`src/rtl/tuner_phy_pkg.sv`:
```
// tuner_phy_pkg
// Shared types and default parameters for the tuner search/lock controller.
// Contents:
//   ctrl_state_e      - controller FSM state encoding
//   *_DEF localparams - default widths, peak count, retry limit and watchdog limit
//   idx_width()       - width of an index into NUM_TARGET entries, never less than 1
package tuner_phy_pkg;

    localparam int DAC_WIDTH_DEF      = 8;
    localparam int ADC_WIDTH_DEF      = 8;
    localparam int NUM_TARGET_DEF     = 4;
    localparam int MAX_RETRY_DEF      = 3;
    localparam int TIMEOUT_CYCLES_DEF = 4096;

    typedef enum logic [3:0] {
        IDLE        = 4'd0,
        SEARCH_TRIG = 4'd1,
        SEARCH_WAIT = 4'd2,
        SELECT      = 4'd3,
        LOCK_TRIG   = 4'd4,
        LOCKED      = 4'd5,
        INTR_ACK    = 4'd6,
        RESUME      = 4'd7,
        ERR         = 4'd8
    } ctrl_state_e;

    // A single-entry table still needs a 1-bit index signal.
    function automatic int idx_width(input int n);
        return (n > 1) ? $clog2(n) : 1;
    endfunction

endpackage

```
`src/rtl/tuner_peak_select.sv`:
```
// tuner_peak_select
// Combinational argmax over the power codes of a peak table. Only the first
// i_cnt entries take part. On equal power the lowest index wins.
// Ports:
//   i_pwr   - power code per table entry
//   i_cnt   - number of valid leading entries
//   o_idx   - index of the strongest valid entry
//   o_valid - 1 when i_cnt is in 1..NUM_TARGET
module tuner_peak_select
    import tuner_phy_pkg::*;
#(
    parameter int NUM_TARGET = NUM_TARGET_DEF,
    parameter int ADC_WIDTH  = ADC_WIDTH_DEF,
    localparam int IDX_W     = idx_width(NUM_TARGET),
    localparam int CNT_W     = $clog2(NUM_TARGET) + 1
) (
    input  logic [NUM_TARGET-1:0][ADC_WIDTH-1:0] i_pwr,
    input  logic [CNT_W-1:0]                     i_cnt,
    output logic [IDX_W-1:0]                     o_idx,
    output logic                                 o_valid
);

    logic [ADC_WIDTH-1:0] best_pwr;

    // Strict greater-than keeps the earliest index on ties. Entry 0 is the
    // starting candidate; o_valid flags the case where it is not really valid.
    always_comb begin
        o_idx    = '0;
        best_pwr = i_pwr[0];
        for (int i = 1; i < NUM_TARGET; i++) begin
            if ((i < int'(i_cnt)) && (i_pwr[i] > best_pwr)) begin
                o_idx    = IDX_W'(i);
                best_pwr = i_pwr[i];
            end
        end
        o_valid = (i_cnt != '0) && (i_cnt <= CNT_W'(NUM_TARGET));
    end

endmodule

```
`src/rtl/tuner_search_lock_ctrl.sv`:
```
// tuner_search_lock_ctrl
// The controller asks a peak search engine for resonance peaks. It picks the
// strongest peak, then triggers and maintains a lock on that peak. After a
// lock-loss interrupt it resumes the lock. It gives up after too many
// interrupts.
//
// Optional feature: define TUNER_CTRL_TIMEOUT_EN to add a watchdog. The
// watchdog forces ERR when a handshake state waits TIMEOUT_CYCLES cycles.
//
// Ports:
//   i_clk, i_rst_n                             - clock, async active-low reset
//   i_start                                    - level request to search and lock
//   i_clr                                      - pulse that leaves ERR
//   o_search_trig_val / i_search_trig_rdy      - search trigger handshake
//   i_search_peaks_val / o_search_peaks_rdy    - peak table handshake
//   i_ring_tune_peaks, i_pwr_peaks,
//   i_peaks_cnt                                - peak table and its valid count
//   o_lock_trig_val / i_lock_trig_rdy          - lock trigger handshake
//   i_lock_intr_val / o_lock_intr_rdy          - lock-loss interrupt handshake
//   o_lock_resume_val / i_lock_resume_rdy      - lock resume handshake
//   o_cfg_ring_tune_peak, o_cfg_pwr_peak       - selected lock target
//   o_state, o_locked, o_err, o_retry_cnt      - status
module tuner_search_lock_ctrl
    import tuner_phy_pkg::*;
#(
    parameter int DAC_WIDTH  = DAC_WIDTH_DEF,
    parameter int ADC_WIDTH  = ADC_WIDTH_DEF,
    parameter int NUM_TARGET = NUM_TARGET_DEF,
    parameter int MAX_RETRY  = MAX_RETRY_DEF
`ifdef TUNER_CTRL_TIMEOUT_EN
    ,
    parameter int TIMEOUT_CYCLES = TIMEOUT_CYCLES_DEF
`endif
) (
    input  logic                                 i_clk,
    input  logic                                 i_rst_n,
    input  logic                                 i_start,
    input  logic                                 i_clr,
    output logic                                 o_search_trig_val,
    input  logic                                 i_search_trig_rdy,
    input  logic                                 i_search_peaks_val,
    output logic                                 o_search_peaks_rdy,
    input  logic [NUM_TARGET-1:0][DAC_WIDTH-1:0] i_ring_tune_peaks,
    input  logic [NUM_TARGET-1:0][ADC_WIDTH-1:0] i_pwr_peaks,
    input  logic [$clog2(NUM_TARGET):0]          i_peaks_cnt,
    output logic                                 o_lock_trig_val,
    input  logic                                 i_lock_trig_rdy,
    input  logic                                 i_lock_intr_val,
    output logic                                 o_lock_intr_rdy,
    output logic                                 o_lock_resume_val,
    input  logic                                 i_lock_resume_rdy,
    output logic [DAC_WIDTH-1:0]                 o_cfg_ring_tune_peak,
    output logic [ADC_WIDTH-1:0]                 o_cfg_pwr_peak,
    output ctrl_state_e                          o_state,
    output logic                                 o_locked,
    output logic                                 o_err,
    output logic [$clog2(MAX_RETRY+1)-1:0]       o_retry_cnt
);

    localparam int IDX_W   = idx_width(NUM_TARGET);
    localparam int CNT_W   = $clog2(NUM_TARGET) + 1;
    localparam int RETRY_W = $clog2(MAX_RETRY + 1);

    ctrl_state_e                          state_q, state_d;
    logic [NUM_TARGET-1:0][DAC_WIDTH-1:0] tune_q;
    logic [NUM_TARGET-1:0][ADC_WIDTH-1:0] pwr_q;
    logic [CNT_W-1:0]                     cnt_q;
    logic [DAC_WIDTH-1:0]                 cfg_tune_q, cfg_tune_d;
    logic [ADC_WIDTH-1:0]                 cfg_pwr_q, cfg_pwr_d;
    logic [RETRY_W-1:0]                   retry_q, retry_d;
    logic search_trig_val_q, search_peaks_rdy_q, lock_trig_val_q;
    logic lock_intr_rdy_q, lock_resume_val_q, locked_q, err_q;
    logic [IDX_W-1:0]                     sel_idx;
    logic                                 sel_valid;
    logic                                 tmo_hit;

    tuner_peak_select #(
        .NUM_TARGET (NUM_TARGET),
        .ADC_WIDTH  (ADC_WIDTH)
    ) u_peak_select (
        .i_pwr   (pwr_q),
        .i_cnt   (cnt_q),
        .o_idx   (sel_idx),
        .o_valid (sel_valid)
    );

`ifdef TUNER_CTRL_TIMEOUT_EN
    localparam int TMO_W = $clog2(TIMEOUT_CYCLES);

    logic [TMO_W-1:0] tmo_q, tmo_d;
    logic             tmo_active;

    // The watchdog counts only in states that wait on the far side of a
    // handshake. It fires on the last allowed cycle of that state.
    always_comb begin
        tmo_active = (state_q == SEARCH_TRIG) || (state_q == SEARCH_WAIT) ||
                     (state_q == LOCK_TRIG)   || (state_q == RESUME);
        tmo_hit    = tmo_active && (tmo_q == TMO_W'(TIMEOUT_CYCLES - 1));
        tmo_d      = (tmo_active && (state_d == state_q)) ? tmo_q + 1'b1 : '0;
    end

    always_ff @(posedge i_clk or negedge i_rst_n) begin
        if (!i_rst_n) tmo_q <= '0;
        else          tmo_q <= tmo_d;
    end
`else
    assign tmo_hit = 1'b0;
`endif

    // When i_start drops, the controller returns to IDLE. States that drive
    // a val signal first finish their handshake, so val never drops early.
    always_comb begin
        state_d    = state_q;
        cfg_tune_d = cfg_tune_q;
        cfg_pwr_d  = cfg_pwr_q;
        retry_d    = retry_q;
        case (state_q)
            IDLE:        if (i_start) state_d = SEARCH_TRIG;
            SEARCH_TRIG: if (i_search_trig_rdy) state_d = i_start ? SEARCH_WAIT : IDLE;
            SEARCH_WAIT: begin
                if (!i_start)                state_d = IDLE;
                else if (i_search_peaks_val) state_d = SELECT;
            end
            SELECT: begin
                if (!sel_valid) begin
                    state_d = ERR;
                end else begin
                    cfg_tune_d = tune_q[sel_idx];
                    cfg_pwr_d  = pwr_q[sel_idx];
                    state_d    = i_start ? LOCK_TRIG : IDLE;
                end
            end
            LOCK_TRIG:   if (i_lock_trig_rdy) state_d = i_start ? LOCKED : IDLE;
            LOCKED: begin
                if (!i_start)             state_d = IDLE;
                else if (i_lock_intr_val) state_d = INTR_ACK;
            end
            INTR_ACK: begin
                // The counter saturates. An interrupt that arrives at the
                // limit is the one that would push past MAX_RETRY.
                if (retry_q == RETRY_W'(MAX_RETRY)) begin
                    state_d = ERR;
                end else begin
                    retry_d = retry_q + 1'b1;
                    state_d = i_start ? RESUME : IDLE;
                end
            end
            RESUME:      if (i_lock_resume_rdy) state_d = i_start ? LOCKED : IDLE;
            ERR:         if (i_clr) state_d = IDLE;
            default:     state_d = IDLE;
        endcase
        if (tmo_hit && (state_d == state_q)) state_d = ERR;
        if ((state_d == SEARCH_TRIG) && (state_q != SEARCH_TRIG)) retry_d = '0;
    end

    // The handshake and status outputs are flops. Each one is decoded from
    // the next state, so it changes in the same cycle as the state.
    always_ff @(posedge i_clk or negedge i_rst_n) begin
        if (!i_rst_n) begin
            state_q            <= IDLE;
            cfg_tune_q         <= '0;
            cfg_pwr_q          <= '0;
            retry_q            <= '0;
            search_trig_val_q  <= 1'b0;
            search_peaks_rdy_q <= 1'b0;
            lock_trig_val_q    <= 1'b0;
            lock_intr_rdy_q    <= 1'b0;
            lock_resume_val_q  <= 1'b0;
            locked_q           <= 1'b0;
            err_q              <= 1'b0;
        end else begin
            state_q            <= state_d;
            cfg_tune_q         <= cfg_tune_d;
            cfg_pwr_q          <= cfg_pwr_d;
            retry_q            <= retry_d;
            search_trig_val_q  <= (state_d == SEARCH_TRIG);
            search_peaks_rdy_q <= (state_d == SEARCH_WAIT);
            lock_trig_val_q    <= (state_d == LOCK_TRIG);
            lock_intr_rdy_q    <= (state_d == LOCKED);
            lock_resume_val_q  <= (state_d == RESUME);
            locked_q           <= (state_d == LOCKED);
            err_q              <= (state_d == ERR);
        end
    end

    // The peak table is captured when its handshake completes. SELECT then
    // works on a stable copy while the search engine moves on.
    always_ff @(posedge i_clk or negedge i_rst_n) begin
        if (!i_rst_n) begin
            tune_q <= '0;
            pwr_q  <= '0;
            cnt_q  <= '0;
        end else if ((state_q == SEARCH_WAIT) && i_search_peaks_val) begin
            tune_q <= i_ring_tune_peaks;
            pwr_q  <= i_pwr_peaks;
            cnt_q  <= i_peaks_cnt;
        end
    end

    assign o_search_trig_val    = search_trig_val_q;
    assign o_search_peaks_rdy   = search_peaks_rdy_q;
    assign o_lock_trig_val      = lock_trig_val_q;
    assign o_lock_intr_rdy      = lock_intr_rdy_q;
    assign o_lock_resume_val    = lock_resume_val_q;
    assign o_cfg_ring_tune_peak = cfg_tune_q;
    assign o_cfg_pwr_peak       = cfg_pwr_q;
    assign o_state              = state_q;
    assign o_locked             = locked_q;
    assign o_err                = err_q;
    assign o_retry_cnt          = retry_q;

endmodule

```
`config.mk`:
```
export PLATFORM = sky130hd
export DESIGN_NAME = tuner_search_lock_ctrl
export DESIGN_NICKNAME = d
export VERILOG_FILES = /design/src/rtl/tuner_phy_pkg.sv /design/src/rtl/tuner_peak_select.sv /design/src/rtl/tuner_search_lock_ctrl.sv
export SDC_FILE = /design/constraint.sdc
export NUM_CORES = 1
export LEC_CHECK = 0
export CORE_UTILIZATION = 50
export CTS_CLUSTER_SIZE = 16
export DETAILED_ROUTE_END_ITERATION = 6
export PLACE_DENSITY = 0.81
export SYNTH_ARGS = -nofsm -noshare
export SYNTH_HDL_FRONTEND = slang
export SYNTH_HIERARCHICAL = 1
export SYNTH_SLANG_ARGS = --single-unit
```
`constraint.sdc`:
```
create_clock -name i_clk -period 17.8 [get_ports i_clk]
set_clock_uncertainty 0.2 [all_clocks]
set_input_delay 2.67 -clock i_clk [delete_from_list [all_inputs] [get_ports i_clk]]
set_output_delay 2.67 -clock i_clk [all_outputs]
set_load 0.01 [all_outputs]
```
==> impl_metrics.csv <==
group,metric,value,unit
pwr,swShare,39.7,%
pwr,cellLeakagePower,2.82,nW
final_layout,utilization,63.6,%
clock_network,cts_buffers,9,
sta,slew_headroom,31.1,%
sta,setup_tns,0,ns
synthesis,synth.distinct_cells,56,
floorplan,initial_utilization,51.3,%
pwr,power_frac_comb,63.1,%
pwr,pwr-share-clk,9.4,%
final_layout,multi_input_area,2660,um^2
grt,antenna_found_initial,0,
final_layout,area.sequential,2380,um^2
clock_network,htree_num_levels,3,
worst_setup_path,end_kind,"flip-flop",
placed_design,dp_slack,11.20,ns
worst_setup_path,r2r_slack,11.09,ns
min_path,whs_path_depth,1,
clock_network,clockBufferDepth,2,
synthesis,synth-edff-count,0,
worst_setup_path,required,17.86,ns
worst_setup_path,critPathLaunch,"pwr_q[7]$_DFFE_PN0P_",
floorplan,die-area,11000,um^2
worst_setup_path,r2r-end,"o_cfg_ring_tune_peak[4]$_DFFE_PN0P_",
synthesis,synth-seq-cells,95,
synthesis,syn_area_per_cell,12.6,um^2
pwr,power.switching,0.613,mW
pwr,seq_power_share,27.5,%
floorplan,die_y,105,um
worst_setup_path,reg2reg_depth,21,
final_layout,design_area,6540,um^2
worst_setup_path,cp_cell_sequence,"inv_1, ha_1, nand4_1, nand2b_1, nand3_1, nand3_1, and3_1, ha_1, and4_4, or3b_1, a21o_1, and2_4, a41o_1, ha_1, nor2b_1, o21a_1, o21a_1, o21ai_0, nand3_1, mux4_2, mux2_4",
placed_design,io_buffers,104,
clock_network,hold_buffers,0,
synthesis,synth_top_flop_cell,"dfrtp_1",
status,status,"finished clean",
sta,finalCritPeriodShare,37.7,%
synthesis,yosysWarnings,6,
grt,grt_pass1_vias,3916,
worst_setup_path,crit_path_max_incr_delay,0.74,ns
clock_network,cts_root_buf,"clkbuf_8",
sta,fmax,149,MHz
route,wire_per_inst,17.6,um
sta,hold_viol_final,0,
sta,rsz0062_at_grt,"no",
route,firstDrtPassIters,5,
worst_setup_path,cp_max_fo,16,
placed_design,place_area,6330,um^2
worst_setup_path,critical_path.slowest_cell,"nand3_1",
synthesis,synth_seq_area_share,45.1,%
worst_setup_path,worstSetupPathType,"reg -> reg",
route,ant_nets,0,
placed_design,gp_congestion,0.989,
worst_setup_path,r2r_start,"pwr_q[7]$_DFFE_PN0P_",
synthesis,synth_top_area_share,45.1,%
clock_network,clk_latency,0.37,ns
clock_network,clock-sinks,95,
sta,setup_slack,11.09,ns
route,vias_per_cell,5.89,
job,drv_cap,0,
grt,grt_max_degree,60,
sta,slew_violations,0,
synthesis,syn-instance-count,418,
synthesis,yosysTopAreaCell,"dfrtp_1",
sta,min_period,6.71,ns
final_layout,syn2layout_area_growth,24.0,%
route,drc,0,
synthesis,synthTopCellsByArea,"dfrtp_1 45%, mux2_2 16%, mux4_2 6.8%",
grt,grt.total_usage,22.5,%
synthesis,synth_async_sr_flop_share,100,%
route,wl,11.5,mm
final_layout,fillerInstances,816,
worst_setup_path,worst_setup_path_start_kind,"flip-flop",
min_path,hold_path_end,"tune_q[13]$_DFFE_PN0P_",
final_layout,layout-drive-gt1-share,25.3,%
pwr,ir_worst_vdd,0.118,mV
final_layout,antennaDiodeCount,0,
synthesis,syn_nets,519,
sta,worst_pin_slew,1.03,ns
clock_network,postCtsSetupBuffers,0,
floorplan,io_pins,105,
min_path,min-delay-start,"tune_q[13]$_DFFE_PN0P_",
floorplan,core_area,10300,um^2
clock_network,clk_pin_slew,0.10,ns
synthesis,syn_area,5270,um^2
floorplan,placementRows,37,
grt,grt_pass1_wl,19.2,mm
sta,setup_viol,0,
final_layout,final_nets,613,
pwr,p_int,0.931,mW
min_path,hold_path_class,"reg -> reg",
clock_network,cts_resized,0,
placed_design,post-dp-hpwl,8.65,mm
worst_setup_path,cp.arrival,6.77,ns
grt,grt_overflow,0,
route,num_vias,3845,
route,drtIter0Drc,309,
clock_network,cts_tree,"built",
floorplan,fp.dieW,105,um
sta,holdWs,0.312,ns
pwr,p_per_area,236,nW/um^2
==> state kept, by name (all words and copies together), names as in the netlist <==
name	count
o_state	4
tune_q	32
o_cfg_pwr_peak	8
o_search_trig_val	1
o_retry_cnt	2
o_search_peaks_rdy	1
o_lock_trig_val	1
o_err	1
o_lock_resume_val	1
cnt_q	3
o_cfg_ring_tune_peak	8
o_locked	1
pwr_q	32
==> critical path, delay by kind of cell (launching register included) <==
kind            cells  cell delay (ns)
mux                 2             0.83
flops               1             0.43
buf+inv             1             0.06
fa+ha+maj           3             0.90
simple gates       10             3.07
compound gates      5             1.11
==> layout make-up <==
type	count	share of cell area [%]
clock buffers	10	1.95
well taps	136	2.60
inverters	15	0.861
flip-flops and latches	95	36.4
repair buffers	108	16.3
clock inverters	6	1.15
multi-input cells	283	40.7
==> cells in the mapped netlist, types with 2 or more instances <==
cell       n
clkbuf_1   5
o211ai_1   3
ha_1      25
mux2_4    10
or2_2      2
buf_2      9
buf_6      9
mux4_2    16
nor2_1     6
a31o_2     2
a21o_1     5
nand3_1   10
nor2b_1    3
o21ai_1    3
and3_1     8
nand4_1   12
a21oi_1   18
and4_1     4
or3b_1     2
o22ai_1    2
nand2_1   18
nand2b_1   3
nand3b_1   2
mux2_2    74
a41o_1     7
o21a_1     4
nor3_1     9
inv_1     15
o21ai_0   10
dfrtp_1   95
a31oi_1    2
==> power groups by stage <==
stage | clock, mW | sequential (mW) | combinational (mW)
6_report | 0.146 | 0.424 | 0.974
3_3_place_gp | 0 | 0.424 | 0.926
4_1_cts | 0.150 | 0.424 | 0.979
2_1_floorplan | 0 | 0.396 | 0.773
5_1_grt | 0.159 | 0.439 | 1.07
3_5_place_dp | 0 | 0.428 | 0.977
==> per-stage QoR <==
stage | cells | total power, mW
6_report | 653 | 1.54
5_1_grt | 653 | 1.67
4_1_cts | 653 | 1.55
3_5_place_dp | 637 | 1.40
3_3_place_gp | 637 | 1.35
2_1_floorplan | 418 | 1.17
==> placed cells by master, fill, tap and decap left out, types with 9 or more instances in the layout <==
cell / netlist / final
a21oi_1: 18 / 18
clkbuf_8: 0 / 9
clkdlybuf4s50_1: 0 / 103
dfrtp_1: 95 / 95
ha_1: 25 / 25
inv_1: 15 / 15
mux2_2: 74 / 74
mux2_4: 10 / 10
mux4_2: 16 / 16
nand2_1: 18 / 18
nand3_1: 10 / 10
nand4_1: 12 / 12
nor3_1: 9 / 9
o21ai_0: 10 / 10
==> cell families after synthesis <==
kind of cell,after synthesis,share of synthesized area (%)
muxes,101,25.7
xor gates and xnor gates,1,0.166
and+or+nand+nor,92,10.6
DFF,95,45.1
AOI/OAI and AO/OA,64,8.14
buffers and inverters,40,4.41
adders and majority gates,25,5.93
==> metal layers <==
metal  share of wire [%]  GRT usage (%)  up-vias
met4                 1.7           8.05        0
met1                  42           28.7     1917
met2                  50           37.8      148
met5                   0              0        -
li1                    -              -     1762
met3                 6.2           4.99       18
==> how the worst max path moves through the flow <==
stage               slack [ns]  cells past startpoint                             endpoint
global route             10.77                     22  o_cfg_ring_tune_peak[4]$_DFFE_PN0P_
CTS                      11.14                     21  o_cfg_ring_tune_peak[4]$_DFFE_PN0P_
finish                   11.09                     21  o_cfg_ring_tune_peak[4]$_DFFE_PN0P_
global placement         11.35                     21        o_cfg_pwr_peak[0]$_DFFE_PN0P_
floorplan                11.85                     26        o_cfg_pwr_peak[4]$_DFFE_PN0P_
detailed placement       11.20                     21        o_cfg_pwr_peak[4]$_DFFE_PN0P_
No activity file was read; power rests on OpenSTA's default activity.
